===== src/rtl/pc_pkg.sv =====
// Shared types and helpers for the program counter with return-address stack.
// The decode function turns the controller strobes into a single winning operation.
package pc_pkg;

   typedef enum logic [2:0] {
      PC_HOLD,
      PC_INC,
      PC_BRANCH,
      PC_RET,
      PC_CALL,
      PC_LOAD
   } pc_op_t;

   localparam int PC_ADDR_W_DEF      = 8;
   localparam int PC_STACK_DEPTH_DEF = 4;
   localparam int PC_RESET_PC_DEF    = 0;
   localparam int PC_INC_STEP_DEF    = 1;

   // Fixed priority: load > call > ret > branch > inc > hold.
   function automatic pc_op_t pc_decode(input logic load,
                                        input logic call,
                                        input logic ret,
                                        input logic branch,
                                        input logic inc);
      pc_op_t op;
      if (load)        op = PC_LOAD;
      else if (call)   op = PC_CALL;
      else if (ret)    op = PC_RET;
      else if (branch) op = PC_BRANCH;
      else if (inc)    op = PC_INC;
      else             op = PC_HOLD;
      return op;
   endfunction

endpackage


===== src/rtl/pc_ret_stack.sv =====
// Return-address LIFO; depth doubles as the stack pointer.
// Push-when-full and pop-when-empty are silently ignored here.
module pc_ret_stack #(
   parameter int ADDR_W      = 8,
   parameter int STACK_DEPTH = 4,
   localparam int DEPTH_W    = $clog2(STACK_DEPTH + 1),
   localparam int IDX_W      = (STACK_DEPTH > 1) ? $clog2(STACK_DEPTH) : 1
) (
   input  logic               clk,
   input  logic               rst,
   input  logic               push_i,
   input  logic               pop_i,
   input  logic [ADDR_W-1:0]  push_data_i,
   output logic [ADDR_W-1:0]  top_o,
   output logic [DEPTH_W-1:0] depth_o,
   output logic               full_o,
   output logic               empty_o
);

   logic [ADDR_W-1:0]  mem_q [STACK_DEPTH];
   logic [DEPTH_W-1:0] depth_q, depth_d;
   logic [IDX_W-1:0]   wr_idx, top_idx;
   logic               do_push, do_pop;

   assign full_o  = (depth_q == DEPTH_W'(STACK_DEPTH));
   assign empty_o = (depth_q == '0);
   assign do_push = push_i && !full_o;
   assign do_pop  = pop_i && !empty_o;
   assign wr_idx  = IDX_W'(depth_q);
   assign top_idx = IDX_W'(depth_q - DEPTH_W'(1));
   assign top_o   = empty_o ? '0 : mem_q[top_idx];
   assign depth_o = depth_q;

   always_comb begin
      depth_d = depth_q;
      if (do_push)     depth_d = depth_q + DEPTH_W'(1);
      else if (do_pop) depth_d = depth_q - DEPTH_W'(1);
   end

   always_ff @(posedge clk or posedge rst) begin
      if (rst) depth_q <= '0;
      else     depth_q <= depth_d;
   end

   // Entry storage carries no reset; stale entries are never read.
   always_ff @(posedge clk) begin
      if (do_push) mem_q[wr_idx] <= push_data_i;
   end

endmodule


===== src/rtl/pc_call_stack_unit.sv =====
// Program counter with load, increment, signed branch and call/return.
// Overflow and underflow attempts hold the PC and set a sticky error flag.
module pc_call_stack_unit
   import pc_pkg::*;
#(
   parameter int ADDR_W      = PC_ADDR_W_DEF,
   parameter int STACK_DEPTH = PC_STACK_DEPTH_DEF,
   parameter int RESET_PC    = PC_RESET_PC_DEF,
   parameter int INC_STEP    = PC_INC_STEP_DEF,
   localparam int DEPTH_W    = $clog2(STACK_DEPTH + 1)
) (
   input  logic               clk,
   input  logic               reset,
   input  logic               LoadPC,
   input  logic               IncPC,
   input  logic               BranchPC,
   input  logic               CallPC,
   input  logic               RetPC,
   input  logic [ADDR_W-1:0]  new_count,
   input  logic [ADDR_W-1:0]  offset,
   output logic [ADDR_W-1:0]  count,
   output logic [DEPTH_W-1:0] depth,
   output logic               stack_full,
   output logic               stack_empty,
   output logic               stack_err
);

   pc_op_t            op;
   logic [ADDR_W-1:0] count_q, count_d;
   logic [ADDR_W-1:0] ret_addr, stack_top;
   logic              err_q, err_d;
   logic              push, pop;

   assign op       = pc_decode(LoadPC, CallPC, RetPC, BranchPC, IncPC);
   assign ret_addr = count_q + ADDR_W'(INC_STEP);
   assign push     = (op == PC_CALL);
   assign pop      = (op == PC_RET);

   pc_ret_stack #(
      .ADDR_W      (ADDR_W),
      .STACK_DEPTH (STACK_DEPTH)
   ) u_stack (
      .clk         (clk),
      .rst         (reset),
      .push_i      (push),
      .pop_i       (pop),
      .push_data_i (ret_addr),
      .top_o       (stack_top),
      .depth_o     (depth),
      .full_o      (stack_full),
      .empty_o     (stack_empty)
   );

   always_comb begin
      count_d = count_q;
      err_d   = err_q;
      unique case (op)
         PC_LOAD:   count_d = new_count;
         PC_CALL: begin
            if (stack_full) err_d   = 1'b1;
            else            count_d = new_count;
         end
         PC_RET: begin
            if (stack_empty) err_d   = 1'b1;
            else             count_d = stack_top;
         end
         // Modulo add; the offset's two's-complement encoding makes it signed.
         PC_BRANCH: count_d = count_q + offset;
         PC_INC:    count_d = ret_addr;
         default:   count_d = count_q;
      endcase
   end

   always_ff @(posedge clk or posedge reset) begin
      if (reset) begin
         count_q <= ADDR_W'(RESET_PC);
         err_q   <= 1'b0;
      end else begin
         count_q <= count_d;
         err_q   <= err_d;
      end
   end

   assign count     = count_q;
   assign stack_err = err_q;

endmodule


===== config.mk =====
export PLATFORM = sky130hd
export DESIGN_NAME = pc_call_stack_unit
export DESIGN_NICKNAME = d
export VERILOG_FILES = /design/src/rtl/pc_pkg.sv /design/src/rtl/pc_ret_stack.sv /design/src/rtl/pc_call_stack_unit.sv
export SDC_FILE = /design/constraint.sdc
export NUM_CORES = 1
export LEC_CHECK = 0
export ABC_CLOCK_PERIOD_IN_PS = 2700
export BUFFER_PORTS_ARGS = -buffer_cell sky130_fd_sc_hd__buf_2
export CAP_MARGIN = 0
export CORE_MARGIN = 5
export CORE_UTILIZATION = 57
export DETAILED_ROUTE_END_ITERATION = 10
export GPL_TIMING_DRIVEN = 0
export PLACE_DENSITY_LB_ADDON = 0.3
export SLEW_MARGIN = 0
export SYNTH_ARGS = -nofsm -noshare
export SYNTH_HDL_FRONTEND = slang
export SYNTH_SLANG_ARGS = --single-unit
export TNS_END_PERCENT = 50

===== constraint.sdc =====
create_clock -name clk -period 2.7 [get_ports clk]
set_input_delay 0.135 -clock clk [delete_from_list [all_inputs] [get_ports clk]]
set_output_delay 0.135 -clock clk [all_outputs]
set_load 0.05 [all_outputs]

=== Word-level counts from Yosys, hierarchy flattened ===
Memory sizes are Yosys's and may differ from the RTL's.
Cells that the tools add are included.
Widths: inputs -> output; s select.

* Bits in writable memories: 32
* Flip-flop bits (word level): 12
* Output and inout bits: 14
* Memories: 1
* Bits of input ports: 23
* Word-level logic and storage cells: 43

{| class="wikitable"
|+ Memory list
! memory !! depth !! bits a word !! read ports !! clocked after Yosys merged registers in !! wr ports !! RTL line !! RTL
|-
| u_stack.mem_q || 4 || 8 || 1 || 0 || 1 || pc_ret_stack.sv:20 || <nowiki>logic [ADDR_W-1:0] mem_q [STACK_DEPTH];</nowiki>
|}

* Multiplexer cells: 15
* Equal/unequal tests: 10
* Add/sub/neg operators: 4
* Reduce and logical (&&, ||, !) cells: 10

{| class="wikitable"
|+ Operators with widths
! kind !! number
|-
| $pmux 8 s5 || 1
|-
| $mux 8 || 2
|-
| $mux 3 || 4
|-
| $eq 3x3->1 const B || 3
|-
| $add 8x1->8 const B || 1
|-
| $add 8x8->8 || 1
|-
| $ne 2x2->1 const B || 4
|-
| $eq 3x2->1 const B || 2
|-
| $reduce_and 3->1 || 2
|-
| $mux 1 || 5
|-
| $reduce_bool 5->1 || 1
|-
| $mux 2 || 2
|-
| $reduce_bool 2->1 || 2
|-
| $add 3x1->3 const B || 1
|-
| $eq 3x1->1 const B || 1
|-
| $logic_not 3->1 || 1
|-
| $sub 3x1->3 const B || 1
|-
| $logic_and 1x1->1 || 2
|-
| $logic_not 1->1 || 2
|-
| $pmux 1 s2 || 1
|}

=== Depth between registers and ports, before layout ===
Gate-level depths: netlist of the first run.

* Word-level depth: 9
* Mapped depth: 10

=== Cells and area by module ===
A second synthesis of the first run with hierarchy kept.

* Cells, all modules: 222
* Area total of the unflattened synthesis: 2645.0 µm²

{| class="wikitable"
|+ Modules (own cells, without submodules)
! module !! cells an instance !! seq. area each (µm²) !! times used !! area an instance (µm²)
|-
| pc_ret_stack || 82 || 1036.0 || 1 || 1491.4
|-
| pc_call_stack_unit || 140 || 225.2 || 1 || 1153.6
|}

=== Least setup slack after synthesis of the first run ===
No wires, ideal clock.

* Kind: register -> register
* Start point: register u_stack.depth_q[0] (netlist: u_stack.depth_o[0])
* End point: register count_q[6] (netlist: count[6])
* Setup time: 0.128 ns
* Stages on the path, launching flop included: 11
* Path slack: -0.151 ns
* Data arrival time: 2.723 ns
* Cells stage by stage: dfrtp_1 -> buf_6 -> inv_1 -> ha_1 -> ha_1 -> nand2_1 -> nor3b_1 -> or3_4 -> buf_6 -> a222oi_1 -> nand2_1

* Elaborated cells on any way between the ends: 9
* Classes of those cells: add/sub (1); eq/ne (3); mux (2); reduce/logical (2); memory (1)

{| class="wikitable"
|+ RTL lines
! element !! RTL line !! RTL
|-
| start, declared || pc_ret_stack.sv:21 || <nowiki>logic [DEPTH_W-1:0] depth_q, depth_d;</nowiki>
|-
| start signal, assigned || pc_ret_stack.sv:42 || <nowiki>else depth_q <= depth_d;</nowiki>
|-
| $logic_not 3->1 || pc_ret_stack.sv:26 || <nowiki>assign empty_o = (depth_q == '0);</nowiki>
|-
| net stack_empty || pc_call_stack_unit.sv:24 || <nowiki>output logic stack_empty,</nowiki>
|-
| $ne 2x2->1 (no line) || -- ||
|-
| $reduce_and 3->1 (no line) || -- ||
|-
| end signal, assigned || pc_call_stack_unit.sv:76 || <nowiki>count_q <= ADDR_W'(RESET_PC);</nowiki>
|-
| end signal, assigned || pc_call_stack_unit.sv:79 || <nowiki>count_q <= count_d;</nowiki>
|-
| end, declared || pc_call_stack_unit.sv:29 || <nowiki>logic [ADDR_W-1:0] count_q, count_d;</nowiki>
|}

The timed path passes the listed nets, and every way through them passes these cells. The select of a mux whose other input is x is not followed.
A chain may end at the register's enable or synchronous reset.

=== Final worst setup path of the first run ===
* Start point: register u_stack.depth_q[0] (netlist: u_stack.depth_o[0])
* End point: memory u_stack.mem_q[2][2] (enable)

* Word-level cells in the longest chain between the ends: 5

{| class="wikitable"
|+ Ends and longest elaborated chain
! element !! RTL line !! RTL
|-
| $eq 3x3->1 || pc_ret_stack.sv:25 || <nowiki>assign full_o = (depth_q == DEPTH_W'(STACK_DEPTH));</nowiki>
|-
| $logic_not 1->1 || pc_ret_stack.sv:27 || <nowiki>assign do_push = push_i && !full_o;</nowiki>
|-
| $logic_and 1x1->1 || pc_ret_stack.sv:27 ||
|-
| $mux 1 || pc_ret_stack.sv:47 || <nowiki>if (do_push) mem_q[wr_idx] <= push_data_i;</nowiki>
|-
| $mux 1 (implied by the code) || pc_ret_stack.sv:47 ||
|-
| end, declared || pc_ret_stack.sv:20 ||
|}

Several ways; a longest one is shown, not always the timed one.

==> results of run 1 <==
routing by layer:
metal  global-route usage  part of all wire
met1               0.2480              0.43
met2               0.3106              0.49
met3              0.05145             0.061
met4              0.07379             0.017
met5                    0                 0
worst max-delay path, stage by stage (launching register included):
cell	delay, ns
dfrtp_2	0.40
buf_6	0.19
inv_1	0.08
ha_1	0.23
ha_1	0.22
nor2b_1	0.24
nor2b_1	0.34
and2_1	0.45
cells in the final DEF (no fill, tap or decap), types with 2 or more instances in the layout:
| master | count |
|---|---|
| ha_1 | 13 |
| and2_1 | 4 |
| inv_1 | 8 |
| buf_2 | 35 |
| nand3_1 | 4 |
| xnor2_1 | 9 |
| nor2b_1 | 5 |
| nor2_1 | 12 |
| nand2b_1 | 4 |
| o21ai_0 | 9 |
| mux4_2 | 8 |
| xor2_1 | 3 |
| a211oi_1 | 2 |
| o31a_1 | 2 |
| a221oi_1 | 2 |
| nor3_1 | 6 |
| a21o_1 | 2 |
| a21oi_1 | 8 |
| buf_6 | 3 |
| nand2_1 | 12 |
| edfxtp_1 | 32 |
| clkbuf_8 | 5 |
| nor3b_1 | 4 |
| a31oi_1 | 5 |
| dfrtp_1 | 11 |
| a222oi_1 | 3 |
cells by family after synthesis:
kind of cell               Yosys count
and+or+nand+nor                     60
xor gates and xnor gates            12
adders and majority gates           15
DFF                                 44
muxes                                8
AOI/OAI and AO/OA                   43
buffers and inverters               15
registers in the layout (all words and copies together) (netlist names):
| name | cells |
|---|---|
| u_stack.depth_o | 3 |
| stack_err | 1 |
| count | 8 |
| u_stack.mem_q | 32 |
what timing repair did:
| action | CTS | global route |
|---|---|---|
| setup endpoints to repair | 0 | 11 |
| hold buffers | 1 | 0 |
| gates resized for setup | 0 | 1 |
| hold endpoints to repair | 12 | 0 |
final cells by class:
type,count,area share
sequential,44,0.4511
multi-input combinational,138,0.3952
timing repair buffer,34,0.06258
clock buffer,5,0.02459
tap,50,0.02235
buffer,6,0.01699
clock inverter,3,0.01654
inverter,8,0.01073
metrics by stage:
step                power (W)  setup slack (ns)
CTS                  0.002625           0.09394
finish               0.002612            0.1989
floorplan            0.001839            0.1139
global placement     0.002085            0.1546
detailed placement   0.002109            0.1125
global route         0.002757           0.01851
where the power goes:
group / switching, W / internal, W / total, W
Combinational: 0.000681 / 0.000431 / 0.00111
Sequential: 0.0000972 / 0.000887 / 0.000984
Clock: 0.000237 / 0.000279 / 0.000516
Total: 0.00102 / 0.00160 / 0.00261
path summary, 6_finish.rpt:
| kind | end | slack, ns | depth (start not counted) |
|---|---|---|---|
| max | u_stack.mem_q[2][2] | 0.20 | 7 |
| min | count[3] | 0.14 | 3 |
| max reg2reg | u_stack.mem_q[2][2] | 0.20 | 7 |
| min reg2reg | stack_err | 0.51 | 1 |
| max in group asynchronous | u_stack.depth_o[0] | 1.90 | 3 |
| min in group asynchronous | count[7] | 0.41 | 3 |
==> metrics.txt, run 1 <==
status finished clean; post-DR wirelength/cell around 18 um; Syn Area/Cell about 12 um^2; Min-Delay Path Class in2reg; Worst-Margin Slew roughly 0.74 ns; Hold Violations, Final 0; clk_lat worst skew ~0.30 ns; vias in the first global route between 1500 and 2000; Req. time, crit path 2.65 ns; post-layout util 0.6849; Max Transition Viols Final 0; main combinational cell family by area after synthesis simple AND/OR/NAND/NOR gates; Gate Count Post-Synth slightly below 200; simple-gate share of the synthesized area 0.1346; Max IR drop VDD ~0.00053 V; headroom to the max-slew limit 0.5026; clock-pin transition on the worst setup and hold timing paths about 0.090 ns; Syn Std Cell Area 0.002445 mm^2; sequential cell area fraction in the yosys report 0.5159; core area 0.004086 mm^2; area delta synth->final 14.48%; cell taking the most area after synthesis edfxtp_1; CTS Sinks 44; Routed Antenna Nets 0; top post-synthesis cells by count edfxtp_1 (32), ha_1 (14), dfrtp_1 (12), nand2_1 (12), nor2_1 (12); top_reg_cell synth edfxtp_1; post-synthesis async set-or-reset flop share 0.2727; GR Overflow Total 0; Synth Register Bits 44; Longest Clk Path Bufs 2; nets about 280; clk_skew about 0.012 ns; Post-Layout Cell Count approximately 290; antenna violations before repair 0; die area roughly 0.0057 mm^2; die width around 75 um; Netlist cell types between 40 and 50; multiplexer share of the synthesized area 0.07369; Pwr Density between 900 and 1000 mW/mm^2; worst setup path startpoint u_stack.depth_o[0]; multi-input logic area about 0.0011 mm^2; Period minus WS final about 2.5 ns; DRC 0; routed vias around 1700; largest net degree at the start of global routing 16; Synth Area in Compound Gates 0.1198; layout cells sized above 1 0.2605; top-count cell post-synth edfxtp_1; Worst Setup Path Type reg2reg; # diodes 0; period utilization 0.9263; xor/xnor share of the synthesized area 0.04299; Setup TNS 0 ns; Total Wirelength slightly above 5000 um; Post-Syn Nets 235; DP Area 0.002676 mm^2; first-pass GRT wire length 7976 um; Pre-antenna DRT Iters 4; Lkg Pwr roughly 1.1 nW; Die Ht 75.49 um; top post-synthesis cells by area edfxtp_1 (39%), dfrtp_1 (12%), mux4_2 (7.4%); placed cells between 200 and 300; RR Startpoint u_stack.depth_o[0]; Port Buffers 33; post-synth top area share 0.3930; Final Wtd Congestion around 0.8; clock root cell clkbuf_8; Initial Util 0.5983; final setup fails 0; FF/Latch Area about 0.0013 mm^2; Final HPWL DP about 3800 um; Warnings, synthesis 0; Worst Setup End Kind flop; via density per instance roughly 6.0; CP Max Fanout 10; total track usage 0.1921; DR iter-0 viols between 150 and 200; number of max-cap violations 0; hold path start new_count[3]; crit path launch type flop; Min Hold Slack about 0.14 ns; Setup Buffers After CTS 0; Post-Synth Adder-Cell Area 0.07984; cell row count 23; Post-synth EDFFs 32; I/O Pins 37; fillers around 300; Critical Path AT approximately 2.5 ns; design area ~0.0028 mm^2; CTS H-Tree Depth 2; unrepaired setup endpoints after global routing no; maximum clock rate 399.8 MHz; CTS tree done; CTS Buf Count 5
(Power assumes the default switching activity.)
==> run 2, diff against run 1 <==
--- a/config.mk
+++ b/config.mk
@@ -5,11 +5,11 @@
 export SDC_FILE = /design/constraint.sdc
 export NUM_CORES = 1
 export LEC_CHECK = 0
-export ABC_CLOCK_PERIOD_IN_PS = 2700
+export ABC_CLOCK_PERIOD_IN_PS = 2890
 export BUFFER_PORTS_ARGS = -buffer_cell sky130_fd_sc_hd__buf_2
 export CAP_MARGIN = 0
 export CORE_MARGIN = 5
-export CORE_UTILIZATION = 57
+export CORE_UTILIZATION = 60
 export DETAILED_ROUTE_END_ITERATION = 10
 export GPL_TIMING_DRIVEN = 0
 export PLACE_DENSITY_LB_ADDON = 0.3
==> constraint.sdc (replaced) <==
create_clock -name clk -period 2.89 [get_ports clk]
set_input_delay 0.1445 -clock clk [delete_from_list [all_inputs] [get_ports clk]]
set_output_delay 0.1445 -clock clk [all_outputs]
set_load 0.05 [all_outputs]
==> metrics.txt, run 2 (synthesized netlist as in run 1, its figures left out) <==
cell row count 23 (unchanged); final setup fails 0 (unchanged); post-DR wirelength/cell 16.93 um (-5.4%); clock share of power 0.163 (-0.035); reg2reg end count[6]; clk_skew 0.009033 ns (-0.003071 ns); Hold Violations, Final 0 (unchanged); P_int 0.001389 W (-13%); Max Transition Viols Final 0 (unchanged); max reg flops 32 (unchanged); headroom to the max-slew limit 0.5031 (+0.0005220); GR Overflow Total 0 (unchanged); largest net degree at the start of global routing 15 (-1); CTS Sinks 44 (unchanged); DR iter-0 viols 208 (+20%); Routed Antenna Nets 0 (unchanged); Worst Hold Path Cells 3 (unchanged); Total Wirelength 4894 um (-5.0%); Biggest register u_stack.mem_q; die area 0.005452 mm^2 (-4.3%); Max IR drop VDD 0.0004948 V (-6.1%); R2R cell count 9 (+2); Period minus WS final 2.570 ns (+0.06866 ns); DRC 0 (unchanged); critical path, cell by cell buf_6, inv_1, ha_1, clkbuf_1, mux4_2, nand2_1, o311ai_0, a222oi_1, nand2_1; status finished clean; first-pass GRT wire length 8010 um (+0.43%); CTS Buf Count 5 (unchanged); area delta synth->final 13.31%; Longest Clk Path Bufs 2 (unchanged); Total Power 0.002318 W (-11%); Worst-Margin Slew 0.7396 ns (-0.004528 ns); Final HPWL DP 3619 um (-3.6%); die width 73.84 um (-2.2%); CTS H-Tree Depth 2 (unchanged); Die Ht 73.84 um (-2.2%); number of max-cap violations 0 (unchanged); sequential power share 0.395 (+0.018); clock root cell clkbuf_8; # diodes 0 (unchanged); Worst Setup End Kind flop; Gate power share 0.442 (+0.016); most common cell after layout, fill and taps aside buf_2; via density per instance 5.900 (-1.3%); CP max stage delay 0.43 ns (-0.02 ns); unrepaired setup endpoints after global routing no; multi-input logic area 0.001102 mm^2 (-0.34%); Worst Setup Path Type reg2reg; core area 0.003971 mm^2 (-2.8%); sw frac 0.4010 (+0.01222); Setup TNS 0 ns (unchanged); fillers 301 (+3.1%); Min-Delay Path Class in2reg; I/O Pins 37 (unchanged); Initial Util 0.6156 (+0.01734); commonest non-fill, non-tap cells in the layout buf_2 (35), edfxtp_1 (32), ha_1 (14); vias in the first global route 1634 (-2.6%); layout cells sized above 1 0.2427 (-0.01783); Pre-antenna DRT Iters 4 (unchanged); Lkg Pwr 1.071 nW (-1.2%); Hold Path End count[3]; antenna violations before repair 0 (unchanged); FF/Latch Area 0.001261 mm^2 (about the same); crit path launch type flop; Pwr Density 836.9 mW/mm^2 (-10%); Setup Buffers After CTS 0 (unchanged); clock-pin transition on the worst setup and hold timing paths 0.09 ns (about the same); R2R setup slack 0.32 ns (+0.12 ns); maximum clock rate 389.1 MHz (-2.7%); clk_lat worst skew 0.30 ns (about the same); CP Max Fanout 10 (unchanged); Post-CTS Hold Buffers 1 (unchanged); post-CTS sizing 0 (unchanged); total track usage 0.1979 (+0.005799); Req. time, crit path 3.08 ns (+0.43 ns); Final Wtd Congestion 0.8193 (+1.5%); Critical Path AT 2.75 ns (+0.30 ns); RR Startpoint u_stack.depth_o[0]; CTS tree done; P_sw 0.0009296 W (-8.5%); CP max stage cell clkbuf_1; nets 276 (+0.36%); Port Buffers 33 (unchanged); period utilization 0.8892 (-0.03714); cell mode on critical path nand2_1; hold path start new_count[3]; routed vias 1705 (-0.99%)
==> run 2: cell types whose count changed in the layout (fill, tap and decap cells not counted), sizes merged <==
cell,previous run,this run
clkbuf,6,7
clkinv,0,1
clkinvlp,1,2
bufinv,1,0
inv,9,8
==> run 2: critical path: cells and delay by family (launching register included) <==
family / cells / cell delay (ns)
flops: 1 / 0.41
mux: 1 / 0.40
simple gates: 2 / 0.17
fa+ha+maj: 1 / 0.27
compound gates: 2 / 0.50
buf+inv: 3 / 0.71
==> run 2: worst max path at each step <==
stage | from | endpoint | slack, ns | cells past startpoint
floorplan | u_stack.depth_o[0] | count[6] | 0.04 | 10
global placement | u_stack.depth_o[0] | count[6] | 0.32 | 9
detailed placement | u_stack.depth_o[0] | count[6] | 0.32 | 9
CTS | u_stack.depth_o[0] | count[6] | 0.29 | 9
global route | u_stack.depth_o[0] | count[6] | 0.11 | 9
finish | u_stack.depth_o[0] | count[6] | 0.32 | 9
==> run 2: power groups by stage <==
stage | logic (W) | registers (W) | clock network [W]
5_1_grt | 0.00113 | 0.000932 | 0.000411
3_5_place_dp | 0.00102 | 0.000928 | 0
3_3_place_gp | 0.00101 | 0.000923 | 0
6_report | 0.00102 | 0.000916 | 0.000378
4_1_cts | 0.00104 | 0.000915 | 0.000388
2_1_floorplan | 0.000625 | 0.00109 | 0
==> run 2: final cells by class <==
| class | count | area share |
|---|---|---|
| sequential | 44 | 0.4553 |
| multi-input combinational | 138 | 0.3979 |
| timing repair buffer | 34 | 0.06323 |
| clock buffer | 5 | 0.02484 |
| tap | 50 | 0.02258 |
| buffer | 7 | 0.01852 |
| inverter | 8 | 0.01084 |
| clock inverter | 3 | 0.006775 |
==> run 2: through the flow <==
stage          setup slack [ns]  instance area, um^2  hold slack, ns  instances    util
3_5_place_dp             0.3232                 2673          0.2028        280  0.6730
2_1_floorplan           0.03898                 2445        0.009199        197       -
5_1_grt                  0.1070                 2770          0.1698        289  0.6975
6_report                 0.3203                 2770          0.1263        289  0.6975
4_1_cts                  0.2871                 2770          0.1259        289  0.6975
3_3_place_gp             0.3192                 2673          0.2006        280  0.6730
==> run 2: metal layers <==
layer | share of wire | GRT usage | up-vias | wire length, um
li1 | - | - | 831 | -
met1 | 0.44 | 0.2738 | 809 | 2161
met2 | 0.48 | 0.3061 | 57 | 2338
met3 | 0.066 | 0.05198 | 8 | 324
met4 | 0.014 | 0.06036 | 0 | 70
met5 | 0 | 0 | - | 0
==> run 3, diff against run 2 <==
--- a/config.mk
+++ b/config.mk
@@ -5,6 +5,7 @@
 export SDC_FILE = /design/constraint.sdc
 export NUM_CORES = 1
 export LEC_CHECK = 0
+export ABC_AREA = 1
 export ABC_CLOCK_PERIOD_IN_PS = 2890
 export BUFFER_PORTS_ARGS = -buffer_cell sky130_fd_sc_hd__buf_2
 export CAP_MARGIN = 0
==> metrics.txt, run 3 <==
status finished clean; antenna violations before repair 0 (unchanged); Final HPWL DP 4447 um (+23%); core area 0.004324 mm^2 (+8.9%); vias in the first global route 2110 (+29%); cell row count 24 (+4.3%); number of max-cap violations 0 (unchanged); CP max stage delay 0.64 ns (+0.21 ns); Port Buffers 36 (+9.1%); headroom to the max-slew limit 0.4607 (-0.04241); Pre-antenna DRT Iters 5 (+1); CTS tree done; clk_skew 0.003969 ns (-0.005064 ns); pre-CTS WS 0.2138 ns (-0.1094 ns); Worst Hold Path Cells 3 (unchanged); fillers 362 (+20%); # diodes 0 (unchanged); post-DR wirelength/cell 13.98 um (-17%); Lkg Pwr 1.438 nW (+34%); post-synth top area share 0.3618 (-0.03129); Syn Std Cell Area 0.002656 mm^2 (+8.6%); Synth Register Bits 44 (unchanged); sequential power share 0.338 (-0.057); Post-synth EDFFs 32 (unchanged); Routed Antenna Nets 0 (unchanged); max reg flops 32 (unchanged); crit path launch type flop; sequential cell area fraction in the yosys report 0.4748 (-0.04107); clock-pin transition on the worst setup and hold timing paths 0.08 ns (about the same); Setup Buffers After CTS 0 (unchanged); RR Startpoint u_stack.depth_o[0]; clock root cell clkbuf_8; PnR worst setup slack 0.2252 ns (-0.09504 ns); CP max stage cell nor2_1; DR iter-0 viols 152 (-27%); Biggest register u_stack.mem_q; Warnings, synthesis 0 (unchanged); Pwr Density 901.8 mW/mm^2 (+7.8%); R2R setup slack 0.23 ns (-0.10 ns); Worst Setup End Kind flop; unrepaired setup endpoints after global routing no; P_sw 0.001238 W (+33%); clock share of power 0.170 (+0.007); CTS Sinks 44 (unchanged); Syn Area/Cell 8.198 um^2 (-34%); layout cells sized above 1 0.1762 (-0.06653); Req. time, crit path 2.82 ns (-0.26 ns); top post-synthesis cells by count nand2_1 (83), inv_1 (44), nor2_1 (41), edfxtp_1 (32), nand3_1 (30); final setup fails 0 (unchanged); Post-Syn Nets 362 (+54%); Final Wtd Congestion 0.8288 (+1.2%); via density per instance 5.371 (-9.0%); Hold Path End count[1]; R2R cell count 7 (-2); Worst Setup Path Type reg2reg; nets 406 (+47%); Setup TNS 0 ns (unchanged); Initial Util 0.6143 (-0.001333); Die Ht 76.54 um (+3.7%); die area 0.005858 mm^2 (+7.4%); Total Power 0.002726 W (+18%); I/O Pins 37 (unchanged); Max IR drop VDD 0.0004524 V (-8.6%); maximum clock rate 375.3 MHz (-3.6%); FF/Latch Area 0.001261 mm^2 (unchanged); period utilization 0.9221 (+0.03288); P_int 0.001488 W (+7.2%); Total Wirelength 5884 um (+20%); commonest non-fill, non-tap cells in the layout nand2_1 (83), inv_1 (44), nor2_1 (41); cell taking the most area after synthesis edfxtp_1; clk_lat worst skew 0.29 ns (about the same); CTS H-Tree Depth 2 (unchanged); area delta synth->final 13.80%; largest net degree at the start of global routing 15 (unchanged); routed vias 2261 (+33%); Gate Count Post-Synth 324 (+64%); GR Overflow Total 0 (unchanged); DRC 0 (unchanged); Min-Delay Path Class in2reg; most common cell after layout, fill and taps aside nand2_1; critical path, cell by cell inv_1, buf_2, ha_1, ha_1, nor2_1, inv_1, nor2_1; die width 76.54 um (+3.7%); Netlist cell types 31 (-31%); first-pass GRT wire length 9687 um (+21%); hold path start new_count[1]; Longest Clk Path Bufs 2 (unchanged); Hold Violations, Final 0 (unchanged); CTS Buf Count 5 (unchanged); total track usage 0.2031 (+0.005238); post-synthesis async set-or-reset flop share 0.2727 (unchanged); Gate power share 0.492 (+0.050); CP Max Fanout 11 (+1); Period minus WS final 2.665 ns (+0.09504 ns); sw frac 0.4541 (+0.05309); top-count cell post-synth nand2_1; top post-synthesis cells by area edfxtp_1 (36%), nand2_1 (12%), dfrtp_1 (11%); Worst-Margin Slew 0.8060 ns (+0.06633 ns); Critical Path AT 2.59 ns (-0.16 ns); top_reg_cell synth edfxtp_1; multi-input logic area 0.001176 mm^2 (+6.7%); reg2reg end u_stack.mem_q[1][2]; Max Transition Viols Final 0 (unchanged)
-- run 3: changes by cell type in the layout (fill, tap and decap cells not counted), sizes merged, moves of 6 or more --
cell   delta
nor2     +33
nand4     +6
nor3      -7
o21ai    +11
nand2    +73
xnor2     -9
mux4      -8
nand3    +27
inv      +39
-- run 3: logic make-up after synthesis --
family | count (synthesis) | synth area share
DFF | 44 | 0.4748
adders and majority gates | 15 | 0.07348
and+or+nand+nor | 174 | 0.2873
buffers and inverters | 54 | 0.08243
xor gates and xnor gates | 3 | 0.009893
AOI/OAI and AO/OA | 34 | 0.07207
-- run 3: worst max-delay path, delay by kind of cell, from the launching register on --
kind | cells | cell delay [ns]
AND/OR/NAND/NOR | 2 | 0.86
buffers and inverters | 3 | 0.52
adder cells (fa/ha/maj) | 2 | 0.49
flip-flops | 1 | 0.44
-- run 3: worst max-delay path by stage --
stage | from | endpoint | slack, ns | cells past startpoint
after floorplan | u_stack.depth_o[0] | u_stack.mem_q[1][0] | 0.14 | 7
after global placement | u_stack.depth_o[0] | u_stack.mem_q[0][7] | 0.30 | 7
after detailed placement | u_stack.depth_o[0] | u_stack.mem_q[1][6] | 0.21 | 7
after CTS | u_stack.depth_o[0] | u_stack.mem_q[1][4] | 0.20 | 7
after global routing | u_stack.depth_o[0] | u_stack.mem_q[1][2] | 0.01 | 7
final | u_stack.depth_o[0] | u_stack.mem_q[1][2] | 0.23 | 7
-- run 3: layer usage --
metal	wire length (um)	global-route usage	vias to the layer above
li1	-	-	1137
met1	2584	0.2770	1025
met2	2815	0.3279	91
met3	421	0.04019	8
met4	63	0.05944	0
met5	0	0	-
-- run 3: cell type report --
class,count,area share
Sequential cell,44,0.4172
Clock inverter,3,0.01407
Buffer,7,0.01407
Tap cell,52,0.02152
Timing Repair Buffer,37,0.06291
Clock buffer,5,0.02276
Inverter,47,0.05836
Multi-Input combinational cell,226,0.3891
-- run 3: power groups by stage --
stage | Sequential [W] | Clock [W] | Combinational [W]
floorplan | 0.00112 | 0 | 0.000810
global placement | 0.000928 | 0 | 0.00129
detailed placement | 0.000935 | 0 | 0.00133
CTS | 0.000921 | 0.000474 | 0.00134
global route | 0.000939 | 0.000504 | 0.00148
finish | 0.000922 | 0.000464 | 0.00134
-- run 3: per-stage QoR --
step	util	cells	hold slack [ns]	cell area, um^2
floorplan	-	324	0.009199	2656
global placement	0.6710	412	0.1928	2902
detailed placement	0.6710	412	0.1976	2902
CTS	0.6991	421	0.1592	3023
global route	0.6991	421	0.1785	3023
finish	0.6991	421	0.1651	3023
-- run 3: timing repair --
item                                   CTS  global route
hold buffers                             1             0
gates resized for setup                  0             0
endpoints found under the hold margin   12             0
